`src/rtl/mc_pkg.sv`:
```
// Shared definitions for the Monte Carlo path sequencer:
// state encoding and default geometry parameters.
package mc_pkg;

    localparam int N_STAGES_DEF = 5;
    localparam int CNT_W_DEF    = 17;

    typedef enum logic [2:0] {
        IDLE  = 3'd0,
        FILL  = 3'd1,
        RUN   = 3'd2,
        DRAIN = 3'd3,
        DONE  = 3'd4
    } state_t;

endpackage

```
`src/rtl/mc_stage_shifter.sv`:
```
// Stage-enable register for the path pipeline.
// Ports: clk, rst (sync, active-low), clear (zero all stages),
//        shift (advance by one stage), shift_in (new bit0),
//        stage_en (registered per-stage enables, bit0 = first stage).
module mc_stage_shifter
    import mc_pkg::*;
#(
    parameter int N_STAGES = N_STAGES_DEF
) (
    input  logic                clk,
    input  logic                rst,
    input  logic                clear,
    input  logic                shift,
    input  logic                shift_in,
    output logic [N_STAGES-1:0] stage_en
);

    always_ff @(posedge clk) begin
        if (!rst) begin
            stage_en <= '0;
        end else if (clear) begin
            stage_en <= '0;
        end else if (shift) begin
            stage_en <= {stage_en[N_STAGES-2:0], shift_in};
        end
    end

endmodule

```
`src/rtl/mc_path_sequencer.sv`:
```
// Sequences a run of num_paths paths through an N_STAGES-deep
// path pipeline: fill, one issue per cycle, drain, completion pulse.
// Ports: clk, rst (sync, active-low), load, num_paths, stall, abort;
//        stage_en, path_valid, path_idx, busy, done, aborted.
module mc_path_sequencer
    import mc_pkg::*;
#(
    parameter int N_STAGES = N_STAGES_DEF,
    parameter int CNT_W    = CNT_W_DEF
) (
    input  logic                clk,
    input  logic                rst,
    input  logic                load,
    input  logic [CNT_W-1:0]    num_paths,
    input  logic                stall,
    input  logic                abort,
    output logic [N_STAGES-1:0] stage_en,
    output logic                path_valid,
    output logic [CNT_W-1:0]    path_idx,
    output logic                busy,
    output logic                done,
    output logic                aborted
);

    state_t           state;
    state_t           state_nxt;
    logic [CNT_W-1:0] path_cnt;
    logic [CNT_W-1:0] num_lat;
    logic             issue;
    logic             more;
    logic             shift;
    logic             shift_in;
    logic             clear;
    logic             cnt_clr;
    logic             cnt_inc;
    logic             lat_en;

    mc_stage_shifter #(
        .N_STAGES (N_STAGES)
    ) u_shifter (
        .clk      (clk),
        .rst      (rst),
        .clear    (clear),
        .shift    (shift),
        .shift_in (shift_in),
        .stage_en (stage_en)
    );

    assign issue = (state == FILL || state == RUN) && stage_en[0] && !stall;
    // Cleared on the issue of the last path, which forces DRAIN
    // and keeps path_cnt from ever wrapping.
    assign more  = (path_cnt != (num_lat - CNT_W'(1)));

    assign path_valid = issue;
    assign path_idx   = path_cnt;
    assign busy       = (state != IDLE);
    assign done       = (state == DONE);

    always_comb begin
        state_nxt = state;
        shift     = 1'b0;
        shift_in  = 1'b0;
        clear     = 1'b0;
        cnt_clr   = 1'b0;
        cnt_inc   = 1'b0;
        lat_en    = 1'b0;
        unique case (state)
            IDLE: begin
                if (load) begin
                    if (num_paths != '0) begin
                        // stage_en is zero in IDLE, so shifting in a
                        // one yields the first-stage enable.
                        lat_en    = 1'b1;
                        cnt_clr   = 1'b1;
                        shift     = 1'b1;
                        shift_in  = 1'b1;
                        state_nxt = FILL;
                    end else begin
                        state_nxt = DONE;
                    end
                end
            end
            FILL, RUN: begin
                if (abort) begin
                    clear     = 1'b1;
                    cnt_clr   = 1'b1;
                    state_nxt = IDLE;
                end else if (issue) begin
                    cnt_inc  = 1'b1;
                    shift    = 1'b1;
                    shift_in = more;
                    if (!more) begin
                        state_nxt = DRAIN;
                    end else if (&stage_en[N_STAGES-2:0]) begin
                        state_nxt = RUN;
                    end
                end
            end
            DRAIN: begin
                if (abort) begin
                    clear     = 1'b1;
                    cnt_clr   = 1'b1;
                    state_nxt = IDLE;
                end else if (!stall) begin
                    shift = 1'b1;
                    if (stage_en[N_STAGES-2:0] == '0) begin
                        state_nxt = DONE;
                    end
                end
            end
            DONE: begin
                state_nxt = IDLE;
            end
            default: begin
                state_nxt = IDLE;
            end
        endcase
    end

    always_ff @(posedge clk) begin
        if (!rst) begin
            state    <= IDLE;
            path_cnt <= '0;
            num_lat  <= '0;
            aborted  <= 1'b0;
        end else begin
            state   <= state_nxt;
            aborted <= clear;
            if (cnt_clr) begin
                path_cnt <= '0;
            end else if (cnt_inc) begin
                path_cnt <= path_cnt + CNT_W'(1);
            end
            if (lat_en) begin
                num_lat <= num_paths;
            end
        end
    end

endmodule
```
`config.mk`:
```
export PLATFORM = sky130hd
export DESIGN_NAME = mc_path_sequencer
export DESIGN_NICKNAME = d
export VERILOG_FILES = /design/src/rtl/mc_pkg.sv /design/src/rtl/mc_stage_shifter.sv /design/src/rtl/mc_path_sequencer.sv
export SDC_FILE = /design/constraint.sdc
export NUM_CORES = 1
export LEC_CHECK = 0
export ABC_CLOCK_PERIOD_IN_PS = 2800
export CELL_PAD_IN_SITES_DETAIL_PLACEMENT = 1
export CELL_PAD_IN_SITES_GLOBAL_PLACEMENT = 2
export CORE_UTILIZATION = 31
export CTS_BUF_LIST = sky130_fd_sc_hd__clkbuf_16
export DETAILED_ROUTE_END_ITERATION = 16
export PLACE_DENSITY_LB_ADDON = 0.15
export SLEW_MARGIN = 5
export SYNTH_ARGS = -nofsm -noshare
export SYNTH_HDL_FRONTEND = slang
export SYNTH_SLANG_ARGS = --single-unit
```
`constraint.sdc`:
```
create_clock -name clk -period 2.8 [get_ports clk]
set_input_delay 0.28 -clock clk [delete_from_list [all_inputs] [get_ports clk]]
set_output_delay 0.28 -clock clk [all_outputs]
set_load 0.02 [all_outputs]
```
## Word-level counts from Yosys, hierarchy flattened

Cells that the tools add are included.

- Register bits after elaboration: 43
- Bits of input ports: 22
- Output and inout bits: 26
- Logic and storage cells: 57

- Add/subtract/negate cells: 2
- Eq/ne operators: 10
- Muxes and demuxes: 25
- Bitwise operators: 1
- Reduce and logical (&&, ||, !) cells: 14

Operators with widths:

| cell | count |
|---|---|
| two-way mux 3 bit | 9 |
| adder 17 x 1 -> 17 bit (second input constant) | 1 |
| inequality test 17 bit | 1 |
| nonzero test 17 bit | 1 |
| subtractor 17 x 1 -> 17 bit (second input constant) | 1 |
| two-way mux 1 bit | 12 |
| inequality test 3 bit (second input constant) | 3 |
| one-hot mux 3 bit (3 select lines) | 1 |
| == test 3 x 2 -> 1 bit (second input constant) | 2 |
| OR reduction 2 bit | 3 |
| AND reduction 5 bit | 1 |
| logical NOT 4 bit | 1 |
| inequality test 4 bit (second input constant) | 1 |
| one-hot mux 1 bit (2 select lines) | 2 |
| AND reduction 4 bit | 1 |
| == test 3 x 1 -> 1 bit (second input constant) | 1 |
| == test 3 bit (second input constant) | 1 |
| logical NOT 3 bit | 1 |
| one-hot mux 1 bit (3 select lines) | 1 |
| nonzero test 3 bit | 1 |
| OR reduction 3 bit | 1 |
| logical AND 1 bit | 2 |
| inequality test 2 bit (second input constant) | 1 |
| logical NOT 1 bit | 1 |
| 2 further kinds | 2 |

## Depth between registers and ports, before layout

- Word-level depth: 7
- Mapped depth: 8
- Depth with buffers taken out: 8

## Modules after synthesis

A second synthesis with hierarchy kept.

- Cells, all modules: 294
- Area total of the unflattened synthesis: 2499.9 um^2

Modules (own cells, without submodules):

| module | instances | cells an instance | area each (um^2) | sequential area each (um^2) |
|---|---|---|---|---|
| mc_path_sequencer | 1 | 277 | 2313.5 | 760.7 |
| mc_stage_shifter | 1 | 17 | 186.4 | 100.1 |

## Worst setup path after synthesis

No wires, ideal clock.

- Path type: reg-to-reg
- Start: reg num_lat[0]
- End: reg state[0]
- Library setup time: 86 ps
- Data arrival time: 2082 ps
- Data required time: 2714 ps
- Slack: 632 ps
- Stages on the path, launching flop included: 9
- Path buffers: 0
- Clock period less this slack: 2168 ps
- Cells stage by stage: dfxtp_1 inv_1 ha_1 or4b_1 a2111oi_0 a21oi_1 nor4_4 nand4_2 a221oi_2

- Cells in the longest elaborated chain, start to end: 6
- Elaborated cells between the ends (all ways): 8
- Classes of those cells: 1 x add/sub; 2 x eq/ne; 4 x mux; 1 x reduce/logical

Ends and longest elaborated chain:

| element | line | RTL |
|---|---|---|
| from (decl) | mc_path_sequencer.sv:28 | `logic [CNT_W-1:0] num_lat;` |
| from (signal assigned) | mc_path_sequencer.sv:135 | `num_lat <= num_paths;` |
| subtractor 17 x 1 -> 17 bit (*) | mc_path_sequencer.sv:52 | `assign more = (path_cnt != (num_lat - CNT_W'(1)));` |
| inequality test 17 bit (*) | mc_path_sequencer.sv:52 |  |
| two-way mux 3 bit | mc_path_sequencer.sv:92 | `if (!more) begin` |
| two-way mux 3 bit | mc_path_sequencer.sv:88 | `end else if (issue) begin` |
| two-way mux 3 bit | mc_path_sequencer.sv:84 | `if (abort) begin` |
| one-hot mux 3 bit (3 select lines) | mc_path_sequencer.sv:67 | `unique case (state)` |
| to (signal assigned) | mc_path_sequencer.sv:127 | `state <= state_nxt;` |
| to (decl) | mc_path_sequencer.sv:25 | `state_t state;` |

Mark *: on every way between the ends. The rest lies on a longest branch, timed or not. The select of a mux whose other input is x is not followed.
A chain may end at the register's enable or synchronous reset.

## Final worst setup path

Ends and elaborated chain as after synthesis.

==> impl_results.md <==
- YS warnings: 0
- Layout Cells excl Fill: 443
- CORE AREA: 7730 µm²
- Dpl cells: 436
- HP Start: u_shifter.stage_en[4]
- Fmax: 418 MHz
- Max FO, Critical Path: 6
- Slowest CP cell: or4b_1
- Hpwl dp: 5360 µm
- # H-tree levels: 2
- TritonCTS Buffers: 5
- Syn nets: 315
- Vias in the first global route: 2,322
- Setup Crit Path Kind: reg2reg
- FILL cells: 918
- Min-delay worst type: reg2reg
- Clock root cell: clkbuf_16
- Nets@finish: 365
- Row count: 32
- I/O Pins: 48
- Final setup viols: 0
- CTS tree: yes
- DIE AREA: 8380 µm²
- Pin count of the biggest net entering global routing: 22
- Cell with the most instances after synthesis: dfxtp_1
- Syn Area/Cell: 8.54 µm²
- Period Utilization, post-route: 0.855
- Clock Skew: 0.00389 ns
- Final ANT Viol Nets: 0
- RSZ-0062 raised after global routing: false
- Post-synth top cells: 43 x dfxtp_1, 33 x nor2_1, 24 x mux2i_1
- Share of post-route cells with drive strength above 1: 0.0645
- Fin area: 3220 µm²
- Critical Path End Type: register
- Final hold violation count: 0
- Number of synthesized flops with an enable pin: 0
- Power per cell area: 506 nW/µm²
- Max Buffers Root-to-Sink: 2
- Wire length of the first global-routing pass: 11,700 µm
- Total grt overflow: 0
- Post-CTS Setup Bufs: 0
- Worst setup SP type: register
- CTS clk-pin slew, worst paths: 0.06 ns
- Synthesis-stage register bit count: 43
- Number of max-cap violations: 0
- Worst setup path start: num_lat[0]
- Share of the synthesized area in the top cell type: 0.346
- # diodes: 0
- Origin of the critical flop-to-flop path: num_lat[0]
- Yosys cell types: 44
- Die W: 91.5 µm
- Status: completed
- Tightest Pin Transition: 0.523 ns
- TNS Setup: 0 ns
- Wire per inst: 15.5 µm
- GRT Resource Usage Total: 0.178
- Ys flop type: dfxtp_1
- Fin. max-slew vios: 0
- GP Congestion: 0.745
- Iter 0 DRT Violations: 24
- Area Overhead vs Synth: 29.6%
- Initial Utilization: 0.322
- Clk_lat worst skew: 0.29 ns
- Mapped Area: 2480 µm²
- Peak supply drop: 0.000258 V
- DR vias/cell: 5.06
- Worst hold path depth: 2
- Total number of vias: 2,240
- LEAKAGE: 1.23 nW
- Critical path required time: 3.00 ns
- Chip Height: 91.5 µm
- TritonRoute pass-1 iters: 4
- Total Power: 1.63 mW
- CTS sink count: 43
- PortBufs: 47
- Post-Route WL: 6880 µm
- Worst path arrival time: 2.60 ns
- Cells on worst reg2reg path: 8
- Initial antenna violation count: 0
- Hold_buf cts: 0
- Largest area contributor in the netlist: dfxtp_1
- Slew HR: 0.648
- Post-synthesis sequential area ratio: 0.346
- Max stage delay on crit path: 0.51 ns
- Post-Synthesis Cells: 291
- Post-layout minimum cycle time: 2.39 ns
- Remaining DRCs: 0
- PostCTS Resize Cnt: 0
- Post-synth ARST share: 0
- Placed inst area: 3090 µm²
- Crit-path cells: inv_1 > ha_1 > or4b_1 > a2111oi_0 > a21oi_1 > nor4_4 > nand4_2 > a221oi_2
- Area contributors post-synth: dfxtp_1 35%, mux2i_1 9.7%, xor2_1 6.7%
## worst max-delay path, delay by kind of cell, from the launching register on
family,cells,cell delay [ns]
AO/OA/AOI/OAI,3,0.80
adder cells (fa/ha/maj),1,0.25
buffers and inverters,1,0.07
flip-flops,1,0.35
AND/OR/NAND/NOR,3,0.85
## cell families after synthesis
kind of cell,synth area share
DFF,0.346
xor gates and xnor gates,0.127
adders and majority gates,0.0101
and+or+nand+nor,0.296
buffers and inverters,0.0332
muxes,0.0967
AOI/OAI and AO/OA,0.0906
## placed cells by master, fill, tap and decap left out, drive strengths merged, types with 2 or more instances in the layout
cell type      synthesis  routed
dfxtp                 43      43
a31oi                  4       4
xor2                  19      19
clkdlybuf4s50          0      47
a21oi                  8       8
clkbuf                 8       5
nand3                 11      11
nor2b                 20      20
o22ai                  2       2
clkinv                 0       2
o21ai                  8       8
mux2i                 24      24
nor3                  12      12
nor2                  33      33
or4                    4       4
and3                   6       6
a221oi                 2       2
ha                     2       2
buf                    4       8
xnor2                 17      17
nand4                  9       9
nor4                   9       9
nand2b                 4       4
inv                    7       7
or3                    8       8
nand2                 13      13
## final cells by class
cell class | instances | area [µm²] | area share
Inverter | 7 | 26.3 | 0.00816
Clock buffer | 5 | 125 | 0.0389
Tap cell | 102 | 128 | 0.0396
Clock inverter | 2 | 8.76 | 0.00272
Sequential cell | 43 | 861 | 0.267
Timing Repair Buffer | 55 | 531 | 0.165
Multi-Input combinational cell | 229 | 1540 | 0.479
## sequential cells by signal (all words and copies together) (netlist names)
signal,cells
u_shifter.stage_en,5
num_lat,17
aborted,1
path_idx,17
state,3
## power breakdown
part           internal [mW]  switching [mW]  leakage [nW]  total [mW]
logic                  0.189           0.198         0.813       0.388
clock network          0.321           0.234        0.0671       0.554
registers              0.640          0.0481         0.350       0.688
## through the flow
step                worst slack [ns]   util  hold WS, ns
floorplan                      0.632      -        0.436
global placement               0.239  0.399        0.491
detailed placement             0.257  0.399        0.510
CTS                            0.386  0.417        0.524
global route                   0.179  0.417        0.559
finish                         0.407  0.417        0.510
## per-layer routing
metal / global-route usage / vias to the layer above / part of all wire / wire (µm)
met4: 0.0648 / 0 / 0.015 / 104
met3: 0.0285 / 7 / 0.023 / 158
li1: - / 1134 / - / -
met5: 0 / - / 0 / 0
met2: 0.303 / 29 / 0.48 / 3290
met1: 0.225 / 1070 / 0.48 / 3330
## final timing paths
check	to	slack (ns)
worst max-delay path	state[0]	0.41
worst min-delay path	u_shifter.stage_en[4]	0.51
worst max register to register	state[0]	0.41
worst min register to register	u_shifter.stage_en[4]	0.51
No activity file was read; power rests on OpenSTA's default activity.
